## config.mk

```make
export PLATFORM = sky130hd
export DESIGN_NAME = branch_resolve_ctrl_flat
export DESIGN_NICKNAME = d
export VERILOG_FILES = /design/src/rtl/branch_resolve_ctrl_pkg.sv /design/src/rtl/branch_resolve_ctrl_if.sv /design/src/rtl/branch_resolve_ctrl_fifo.sv /design/src/rtl/branch_resolve_ctrl.sv /design/src/flat_wrapper.sv
export SDC_FILE = /design/constraint.sdc
export NUM_CORES = 1
export LEC_CHECK = 0
export CAP_MARGIN = 20
export CORE_MARGIN = 3
export CORE_UTILIZATION = 45
export DETAILED_ROUTE_END_ITERATION = 16
export GPL_TIMING_DRIVEN = 0
export PLACE_DENSITY = 0.66
export REMOVE_ABC_BUFFERS = 1
export SLEW_MARGIN = 20
export SYNTH_ARGS = -nofsm -noshare
export SYNTH_HDL_FRONTEND = slang
export SYNTH_HIERARCHICAL = 1
export SYNTH_SLANG_ARGS = --single-unit
```

## constraint.sdc

```tcl
create_clock -name clk -period 10.71 [get_ports clk]
set_input_delay 2.142 -clock clk [delete_from_list [all_inputs] [get_ports clk]]
set_output_delay 2.142 -clock clk [all_outputs]
set_load 0.01 [all_outputs]
```

## src/rtl/branch_resolve_ctrl_pkg.sv

```systemverilog
// Shared types and defaults for the branch resolution controller.
// The index field is sized for the widest supported table (IDX_W up to 8).
package branch_ctrl_pkg;

    localparam int DEF_DEPTH        = 4;
    localparam int DEF_IDX_W        = 5;
    localparam int DEF_FLUSH_CYCLES = 2;
    localparam int IDX_MAX_W        = 8;
    localparam int FCNT_W           = 3;

    typedef enum logic {
        RUN   = 1'b0,
        FLUSH = 1'b1
    } ctrl_state_t;

    typedef struct packed {
        logic [IDX_MAX_W-1:0] index;
        logic                 taken;
        logic [31:0]          target;
        logic [31:0]          fallthru;
    } bp_entry_t;

    // A taken/taken pair still mispredicts when the targets disagree.
    function automatic logic is_mispredict(bp_entry_t h, logic res_taken, logic [31:0] res_target);
        return (res_taken != h.taken) || (res_taken && (res_target != h.target));
    endfunction

endpackage

```

## src/rtl/branch_resolve_ctrl_if.sv

```systemverilog
// Bus between IF predictor / EX branch unit and the resolution controller.
// Stats outputs exist only when BRANCH_STATS_EN is defined.
interface branch_resolve_ctrl_if
    import branch_ctrl_pkg::*;
#(
    parameter int DEPTH = DEF_DEPTH,
    parameter int IDX_W = DEF_IDX_W
);
    localparam int OCC_W = $clog2(DEPTH) + 1;

    // Prediction handshake: a prediction is transferred on a rising edge where
    // pred_valid && pred_ready; pred_valid does not depend on pred_ready.
    logic              pred_valid;
    logic              pred_ready;
    logic [IDX_W-1:0]  pred_index;
    logic              pred_taken;
    logic [31:0]       pred_target;
    logic [31:0]       pred_fallthru;

    logic              res_valid;
    logic              res_taken;
    logic [31:0]       res_target;

    logic              upd_valid;
    logic [IDX_W-1:0]  upd_index;
    logic              upd_taken;
    logic              flush;
    logic              redirect_valid;
    logic [31:0]       redirect_pc;
    logic [OCC_W-1:0]  occupancy;
    logic              err_underflow;
    ctrl_state_t       dbg_state;
`ifdef BRANCH_STATS_EN
    logic [31:0]       stat_branches;
    logic [31:0]       stat_mispredicts;
`endif

    modport master (
        output pred_valid, pred_index, pred_taken, pred_target, pred_fallthru,
        output res_valid, res_taken, res_target,
        input  pred_ready, upd_valid, upd_index, upd_taken, flush,
        input  redirect_valid, redirect_pc, occupancy, err_underflow, dbg_state
`ifdef BRANCH_STATS_EN
        , input stat_branches, stat_mispredicts
`endif
    );

    modport slave (
        input  pred_valid, pred_index, pred_taken, pred_target, pred_fallthru,
        input  res_valid, res_taken, res_target,
        output pred_ready, upd_valid, upd_index, upd_taken, flush,
        output redirect_valid, redirect_pc, occupancy, err_underflow, dbg_state
`ifdef BRANCH_STATS_EN
        , output stat_branches, stat_mispredicts
`endif
    );

endinterface

```

## src/rtl/branch_resolve_ctrl_fifo.sv

```systemverilog
// In-order queue of pending branch predictions with a synchronous clear.
// DEPTH must be a power of two so the pointers wrap naturally.
module branch_pred_fifo
    import branch_ctrl_pkg::*;
#(
    parameter int DEPTH = DEF_DEPTH,
    localparam int PTR_W = $clog2(DEPTH),
    localparam int CNT_W = PTR_W + 1
) (
    input  logic             clk,
    input  logic             reset,
    input  logic             push,
    input  logic             pop,
    input  logic             clear,
    input  bp_entry_t        din,
    output bp_entry_t        head,
    output logic [CNT_W-1:0] count,
    output logic             full,
    output logic             empty
);
    bp_entry_t        mem [DEPTH];
    logic [PTR_W-1:0] rd_ptr;
    logic [PTR_W-1:0] wr_ptr;
    logic             do_push;
    logic             do_pop;

    assign full    = (count == CNT_W'(DEPTH));
    assign empty   = (count == '0);
    assign do_push = push && !full;
    assign do_pop  = pop && !empty;
    assign head    = mem[rd_ptr];

    always_ff @(posedge clk) begin
        if (reset || clear) begin
            rd_ptr <= '0;
            wr_ptr <= '0;
            count  <= '0;
        end else begin
            if (do_push) wr_ptr <= wr_ptr + PTR_W'(1);
            if (do_pop)  rd_ptr <= rd_ptr + PTR_W'(1);
            case ({do_push, do_pop})
                2'b10:   count <= count + CNT_W'(1);
                2'b01:   count <= count - CNT_W'(1);
                default: count <= count;
            endcase
        end
    end

    // Storage needs no reset; occupancy is tracked by count alone.
    always_ff @(posedge clk) begin
        if (do_push && !clear) mem[wr_ptr] <= din;
    end

endmodule

```

## src/rtl/branch_resolve_ctrl.sv

```systemverilog
// Resolves queued IF predictions against EX outcomes: predictor update, flush, redirect.
// Optional BRANCH_STATS_EN adds saturating branch/mispredict counters.
module branch_resolve_ctrl
    import branch_ctrl_pkg::*;
#(
    parameter int DEPTH        = DEF_DEPTH,
    parameter int IDX_W        = DEF_IDX_W,
    parameter int FLUSH_CYCLES = DEF_FLUSH_CYCLES
) (
    input logic                 clk,
    input logic                 reset,
    branch_resolve_ctrl_if.slave bus
);
    localparam int OCC_W = $clog2(DEPTH) + 1;

    ctrl_state_t       state_q, state_d;
    logic [FCNT_W-1:0] cnt_q, cnt_d;

    bp_entry_t         push_entry;
    bp_entry_t         head;
    logic [OCC_W-1:0]  count;
    logic              full;
    logic              empty;

    logic              running;
    logic              pred_ready;
    logic              push_acc;
    logic              pop;
    logic              mispredict;
    logic              underflow;

    logic              upd_valid_q;
    logic [IDX_W-1:0]  upd_index_q;
    logic              upd_taken_q;
    logic              redirect_valid_q;
    logic [31:0]       redirect_pc_q;
    logic              err_underflow_q;
    logic              flush;

    assign running    = (state_q == RUN);
    assign push_acc   = bus.pred_valid && pred_ready;
    assign pop        = bus.res_valid && running && !empty;
    assign underflow  = bus.res_valid && running && empty;
    assign mispredict = pop && is_mispredict(head, bus.res_taken, bus.res_target);

    assign push_entry.index    = IDX_MAX_W'(bus.pred_index);
    assign push_entry.taken    = bus.pred_taken;
    assign push_entry.target   = bus.pred_target;
    assign push_entry.fallthru = bus.pred_fallthru;

    // Clearing on mispredict drops the younger wrong-path entries and any same-edge push.
    branch_pred_fifo #(.DEPTH(DEPTH)) u_fifo (
        .clk   (clk),
        .reset (reset),
        .push  (push_acc),
        .pop   (pop),
        .clear (mispredict),
        .din   (push_entry),
        .head  (head),
        .count (count),
        .full  (full),
        .empty (empty)
    );

    always_ff @(posedge clk) begin
        if (reset) begin
            state_q <= RUN;
            cnt_q   <= '0;
        end else begin
            state_q <= state_d;
            cnt_q   <= cnt_d;
        end
    end

    always_comb begin
        state_d = state_q;
        cnt_d   = cnt_q;
        case (state_q)
            RUN: begin
                if (mispredict) begin
                    state_d = FLUSH;
                    cnt_d   = FCNT_W'(FLUSH_CYCLES - 1);
                end
            end
            FLUSH: begin
                if (cnt_q == '0) state_d = RUN;
                else             cnt_d   = cnt_q - FCNT_W'(1);
            end
            default: state_d = RUN;
        endcase
    end

    always_comb begin
        flush      = (state_q == FLUSH);
        pred_ready = running && !full;
    end

    // Resolution results land one cycle after the res_valid edge.
    always_ff @(posedge clk) begin
        if (reset) begin
            upd_valid_q      <= 1'b0;
            upd_index_q      <= '0;
            upd_taken_q      <= 1'b0;
            redirect_valid_q <= 1'b0;
            redirect_pc_q    <= '0;
            err_underflow_q  <= 1'b0;
        end else begin
            upd_valid_q      <= pop;
            redirect_valid_q <= mispredict;
            if (pop) begin
                upd_index_q <= head.index[IDX_W-1:0];
                upd_taken_q <= bus.res_taken;
            end
            if (mispredict)
                redirect_pc_q <= bus.res_taken ? bus.res_target : head.fallthru;
            if (underflow)
                err_underflow_q <= 1'b1;
        end
    end

`ifdef BRANCH_STATS_EN
    logic [31:0] stat_br_q;
    logic [31:0] stat_mis_q;

    always_ff @(posedge clk) begin
        if (reset) begin
            stat_br_q  <= '0;
            stat_mis_q <= '0;
        end else begin
            if (pop && (stat_br_q != '1))         stat_br_q  <= stat_br_q + 32'd1;
            if (mispredict && (stat_mis_q != '1)) stat_mis_q <= stat_mis_q + 32'd1;
        end
    end

    assign bus.stat_branches    = stat_br_q;
    assign bus.stat_mispredicts = stat_mis_q;
`endif

    assign bus.pred_ready     = pred_ready;
    assign bus.upd_valid      = upd_valid_q;
    assign bus.upd_index      = upd_index_q;
    assign bus.upd_taken      = upd_taken_q;
    assign bus.flush          = flush;
    assign bus.redirect_valid = redirect_valid_q;
    assign bus.redirect_pc    = redirect_pc_q;
    assign bus.occupancy      = count;
    assign bus.err_underflow  = err_underflow_q;
    assign bus.dbg_state      = state_q;

endmodule

```

## src/flat_wrapper.sv

```systemverilog
// flat-port wrapper written by rule: the top's interface ports become plain ports
module branch_resolve_ctrl_flat import branch_ctrl_pkg::*;
#(
    parameter int DEPTH        = DEF_DEPTH,
    parameter int IDX_W        = DEF_IDX_W,
    parameter int FLUSH_CYCLES = DEF_FLUSH_CYCLES
)
  (clk, reset, bus_pred_valid, bus_pred_index, bus_pred_taken, bus_pred_target, bus_pred_fallthru, bus_res_valid, bus_res_taken, bus_res_target, bus_pred_ready, bus_upd_valid, bus_upd_index, bus_upd_taken, bus_flush, bus_redirect_valid, bus_redirect_pc, bus_occupancy, bus_err_underflow, bus_dbg_state);
  branch_resolve_ctrl_if #(.DEPTH(DEPTH), .IDX_W(IDX_W)) bus_i ();
  input logic clk;
  input logic reset;
  input wire logic [$bits(bus_i.pred_valid)-1:0] bus_pred_valid;
  input wire logic [$bits(bus_i.pred_index)-1:0] bus_pred_index;
  input wire logic [$bits(bus_i.pred_taken)-1:0] bus_pred_taken;
  input wire logic [$bits(bus_i.pred_target)-1:0] bus_pred_target;
  input wire logic [$bits(bus_i.pred_fallthru)-1:0] bus_pred_fallthru;
  input wire logic [$bits(bus_i.res_valid)-1:0] bus_res_valid;
  input wire logic [$bits(bus_i.res_taken)-1:0] bus_res_taken;
  input wire logic [$bits(bus_i.res_target)-1:0] bus_res_target;
  output wire logic [$bits(bus_i.pred_ready)-1:0] bus_pred_ready;
  output wire logic [$bits(bus_i.upd_valid)-1:0] bus_upd_valid;
  output wire logic [$bits(bus_i.upd_index)-1:0] bus_upd_index;
  output wire logic [$bits(bus_i.upd_taken)-1:0] bus_upd_taken;
  output wire logic [$bits(bus_i.flush)-1:0] bus_flush;
  output wire logic [$bits(bus_i.redirect_valid)-1:0] bus_redirect_valid;
  output wire logic [$bits(bus_i.redirect_pc)-1:0] bus_redirect_pc;
  output wire logic [$bits(bus_i.occupancy)-1:0] bus_occupancy;
  output wire logic [$bits(bus_i.err_underflow)-1:0] bus_err_underflow;
  output wire logic [$bits(bus_i.dbg_state)-1:0] bus_dbg_state;
  assign bus_i.pred_valid = bus_pred_valid;
  assign bus_i.pred_index = bus_pred_index;
  assign bus_i.pred_taken = bus_pred_taken;
  assign bus_i.pred_target = bus_pred_target;
  assign bus_i.pred_fallthru = bus_pred_fallthru;
  assign bus_i.res_valid = bus_res_valid;
  assign bus_i.res_taken = bus_res_taken;
  assign bus_i.res_target = bus_res_target;
  assign bus_pred_ready = bus_i.pred_ready;
  assign bus_upd_valid = bus_i.upd_valid;
  assign bus_upd_index = bus_i.upd_index;
  assign bus_upd_taken = bus_i.upd_taken;
  assign bus_flush = bus_i.flush;
  assign bus_redirect_valid = bus_i.redirect_valid;
  assign bus_redirect_pc = bus_i.redirect_pc;
  assign bus_occupancy = bus_i.occupancy;
  assign bus_err_underflow = bus_i.err_underflow;
  assign bus_dbg_state = bus_i.dbg_state;
  branch_resolve_ctrl #(.DEPTH(DEPTH), .IDX_W(IDX_W), .FLUSH_CYCLES(FLUSH_CYCLES)) u_core (.clk(clk), .reset(reset), .bus(bus_i));
endmodule
```

Word-level counts from Yosys, hierarchy flattened
Memories as Yosys holds them, arrays and structs flattened. A register that Yosys moved wholly into a read port is not among the register bits.
Index checks and enable logic that the tools add are counted.
{"block": "word_totals", "elab_cells": 56, "input_bits": 107, "mem_count": 1, "ff_bits": 52, "ram_bits": 280}
{"memory": "u_core.u_fifo.mem", "depth": 4, "width": 70, "read_ports": 1, "rd_clocked_by_memory_dff": 1, "write_ports": 1, "line": "branch_resolve_ctrl_fifo.sv:21", "text": "bp_entry_t mem [DEPTH];"}
{"block": "op_classes", "add_sub_neg": 5, "n_mux": 12, "reduce_logical": 19, "bitwise": 1, "n_eq_ne": 7}
{"operator": "$mux 32", "count": 1}
{"operator": "$ne 32x32->1", "count": 1}
{"operator": "$pmux 3 s2", "count": 2}
{"operator": "$logic_and 1x1->1", "count": 10}
{"operator": "$logic_not 3->1", "count": 2}
{"operator": "$mux 3", "count": 2}
{"operator": "$sub 3x1->3 const B", "count": 2}
{"operator": "$add 2x1->2 const B", "count": 2}
{"operator": "$mux 1", "count": 4}
{"operator": "$mux 2", "count": 2}
{"operator": "$ne 2x2->1 const B", "count": 2}
{"operator": "$add 3x1->3 const B", "count": 1}
{"operator": "$eq 3x3->1 const B", "count": 1}
{"operator": "$logic_not 1->1", "count": 3}
{"operator": "$eq 2x1->1 const B", "count": 1}
{"operator": "$eq 2x2->1 const B", "count": 1}
{"operator": "$logic_or 1x1->1", "count": 2}
{"operator": "$pmux 1 s2", "count": 1}
{"operator": "$reduce_and 2->1", "count": 1}
{"operator": "$reduce_bool 2->1", "count": 1}
{"operator": "$ne 1x1->1", "count": 1}
{"operator": "$not 1->1", "count": 1}

Depth between registers and ports, before layout
{"block": "depth", "depth_word": 8, "mapped_depth": 11, "mapped_depth_nobuf": 11}

By module
The synthesis kept the hierarchy.
{"module": "branch_pred_fifo", "seq_area_each_um2": 8948.6, "cells_each": 436, "instances": 1, "area_per_inst_um2": 11080.6}
{"module": "branch_resolve_ctrl", "seq_area_each_um2": 900.9, "cells_each": 404, "instances": 1, "area_per_inst_um2": 3422.0}

Worst setup path before layout
Ideal clock, no wire load.
{"block": "synth_path", "kind": "input to register", "start": "input bus_res_target[31]", "end": "memory u_core/u_fifo/mem[3][0] (netlist name), enable pin", "path_buffers": 1, "t_arrival_ns": 8.563, "stages": 6, "setup_ns": 0.609, "slack_ns": 1.538, "path_cell_list": "xnor2_1 nand4_1 nor3_2 buf_6 a21oi_1 nor3b_1"}
{"block": "synth_between", "elab_chain_len": 8}
{"item": "start, declared", "line": "flat_wrapper.sv:19", "text": "input wire logic [$bits(bus_i.res_target)-1:0] bus_res_target;"}
{"item": "$ne 32x32->1", "line": "branch_resolve_ctrl_pkg.sv:25", "text": "return (res_taken != h.taken) || (res_taken && (res_target != h.target));"}
{"item": "$logic_and 1x1->1", "line": "branch_resolve_ctrl_pkg.sv:25"}
{"item": "$logic_or 1x1->1", "line": "branch_resolve_ctrl_pkg.sv:25"}
{"item": "$logic_and 1x1->1", "line": "branch_resolve_ctrl.sv:44", "text": "assign mispredict = pop && is_mispredict(head, bus.res_taken, bus.res_target);"}
{"item": "named net u_core.mispredict", "line": "branch_resolve_ctrl.sv:29", "text": "logic mispredict;"}
{"item": "$logic_not 1->1", "line": "branch_resolve_ctrl_fifo.sv:51", "text": "if (do_push && !clear) mem[wr_ptr] <= din;"}
{"item": "$logic_and 1x1->1", "line": "branch_resolve_ctrl_fifo.sv:51"}
{"item": "$mux 1", "line": "branch_resolve_ctrl_fifo.sv:51"}
{"item": "$mux 1 (not written as such)", "line": "branch_resolve_ctrl_fifo.sv:51"}
{"item": "end, declared", "line": "branch_resolve_ctrl_fifo.sv:21"}
The timed path passes the listed nets, and every way through them passes these cells.

Worst setup path in the final report
{"block": "layout_path", "start": "input bus_res_target[0]", "end": "memory u_core/u_fifo/mem[2][57] (netlist name), enable pin"}
The elaborated chain is that of the path after synthesis.

==> flow_summary.json <==
{
  "outcome": "completed",
  "setup_slack_ns": 4.41,
  "dp_hpwl_um": 21200,
  "cpMostUsedCell": "buf_6",
  "syn_avg_cell_area_um2": 17.1,
  "crit_required_ns": 10.92,
  "overflow": 0,
  "cts_sinks": 334,
  "min_path_cells": 2,
  "comb_power_share": 0.231,
  "cp_data_arrival_time_ns": 6.50,
  "root_buffer": "clkbuf_16",
  "hp-class": "reg2reg",
  "fin_area_um2": 17500,
  "internal-power_uw": 2800,
  "rsz0062_at_grt": "no",
  "diodes": 0,
  "vias": 8099,
  "max_stage_delay_ns": 0.80,
  "fin_nets": 1127,
  "initial_core_util": 0.459,
  "critPathBufInv": 7,
  "path_delay_family": "simple AND/OR/NAND/NOR gates",
  "mostFrequentLayoutCells": "280 x edfxtp_1, 151 x clkdlybuf4s50_1, 70 x mux4_2",
  "finalSetupViolCount": 0,
  "post_cts_resized": 0,
  "clkLatencyLatePin_ns": 0.50,
  "grt_pass1_vias": 8397,
  "grt_antenna_before_repair": 1,
  "cts_tree": "yes",
  "crit_path_end_kind": "flip-flop",
  "rr_worst_depth": 14,
  "ios": 154,
  "worst_slew_pin_slew_ns": 1.07,
  "port-buffer-count": 153,
  "preCtsSetupSlack_ns": 3.86,
  "seqPwrFrac": 0.453,
  "skew_ns": 0.00986,
  "antenna_left": 0,
  "routed_wl_um": 31300,
  "switchingPower_uw": 977,
  "hold_viol": 0,
  "power_density_nw_per_um2": 216,
  "irDropWorstVdd_mv": 0.148,
  "drtIter0Drc": 563,
  "fin_crit_sh": 0.588,
  "drive_gt1_frac": 0.213,
  "maxCapViolCount": 0,
  "die_w_um": 183,
  "areaGrowthSynthToFinish_pct": 24.4,
  "core_area_um2": 30700,
  "yosys_warnings": 6,
  "wire_per_inst_um": 21.8,
  "drt_first_pass_iters": 5,
  "fmax_mhz": 159,
  "max_slew_margin": 0.284,
  "synth_area_um2": 14100,
  "final_common_cell": "edfxtp_1",
  "clkTransAtPathRegs_ns": 0.06,
  "cp-start-kind": "input port",
  "cts_max_path_buffers": 3,
  "worstPathMaxFanout": 14,
  "p_leak_uw": 0.00579,
  "h-tree-depth": 2,
  "synthCells": 824,
  "critical_path_class": "in2reg",
  "path_depth": 13,
  "power.clock.fraction": 0.316,
  "fin_util": 0.571,
  "crit_path_top_delay_cell": "nor4_1",
  "viasPerCell": 5.64,
  "dieArea_um2": 33400,
  "die_y_um": 183,
  "cts_buffers": 36,
  "p_sw_frac": 0.258,
  "place_area_um2": 16400,
  "grt_usage": 0.187,
  "setup_tns_ns": 0,
  "drc": 0,
  "fillerInstances": 2384,
  "grt_max_degree": 71,
  "cts_hold_buf": 0,
  "gp_congestion": 0.692,
  "drv_slew": 0,
  "finalPower_uw": 3780,
  "grt_pass1_wl_um": 48600,
  "cts_setup_buffers": 0,
  "fp-row-count": 64,
  "period_minus_slack_ns": 6.30,
  "path_cells": "clkdlybuf4s50_1 > xor2_1 > nor4_1 > nand4_1 > buf_6 > nor2_1 > a21oi_1 > nor3b_2 > buf_6 > buf_4 > buf_6 > buf_6 > buf_4"
}
path summary, 6_finish.rpt:
kind | end | from | slack (ns)
worst min register to register | u_core/bus.err_underflow | u_core/bus.err_underflow | 0.48
worst max register to register | u_core/u_fifo/mem[2][57] | flip-flop | 5.06
worst max-delay path | u_core/u_fifo/mem[2][57] | bus_res_target[0] | 4.41
worst min-delay path | u_core/bus.err_underflow | u_core/bus.err_underflow | 0.48
state kept, by name, summed over array words and instances, names as in the netlist, named ones only:
register and flops:
u_core/bus.redirect_pc 32, u_core/u_fifo/mem 280, u_core/bus.upd_valid 1, u_core/bus.upd_index 5
u_core/bus.upd_taken 1, u_core/u_fifo/rd_ptr 2, u_core/u_fifo/wr_ptr 2, u_core/bus.err_underflow 1
u_core/u_fifo/count 3, u_core/bus.dbg_state 1, u_core/cnt_q 3, u_core/bus.redirect_valid 1
per-stage QoR:
stage / cells / hold slack, ns
finish: 1436 / 0.484
global placement: 1315 / 0.457
CTS: 1436 / 0.494
floorplan: 766 / 0.459
global route: 1436 / 0.537
detailed placement: 1370 / 0.462
power by group through the flow:
stage / clock (µW) / combinational, µW / sequential [µW]
after floorplan: 0 / 439 / 1780
after global placement: 0 / 760 / 1820
after detailed placement: 0 / 880 / 1740
after CTS: 1220 / 885 / 1720
after global routing: 1280 / 945 / 1730
final: 1200 / 872 / 1710
worst min-delay path, cell delays in order (launching register included):
cell	delay, ns
dfxtp_1	0.33
a31oi_1	0.05
nor2_1	0.07
per-layer routing:
metal / part of all wire / track usage
met1: 0.45 / 0.267
met2: 0.48 / 0.304
met3: 0.052 / 0.0309
met4: 0.020 / 0.0441
met5: 0.00042 / 0
area by class of cell:
cell class	instances	area, µm²	share of cell area
tap	396	495	0.0283
inverter	12	45.0	0.00257
multi-input combinational	420	4120	0.235
sequential	334	9500	0.542
clock inverter	17	158	0.00900
timing repair buffer	208	2210	0.126
clock buffer	49	991	0.0566
(Power assumes the default switching activity.)
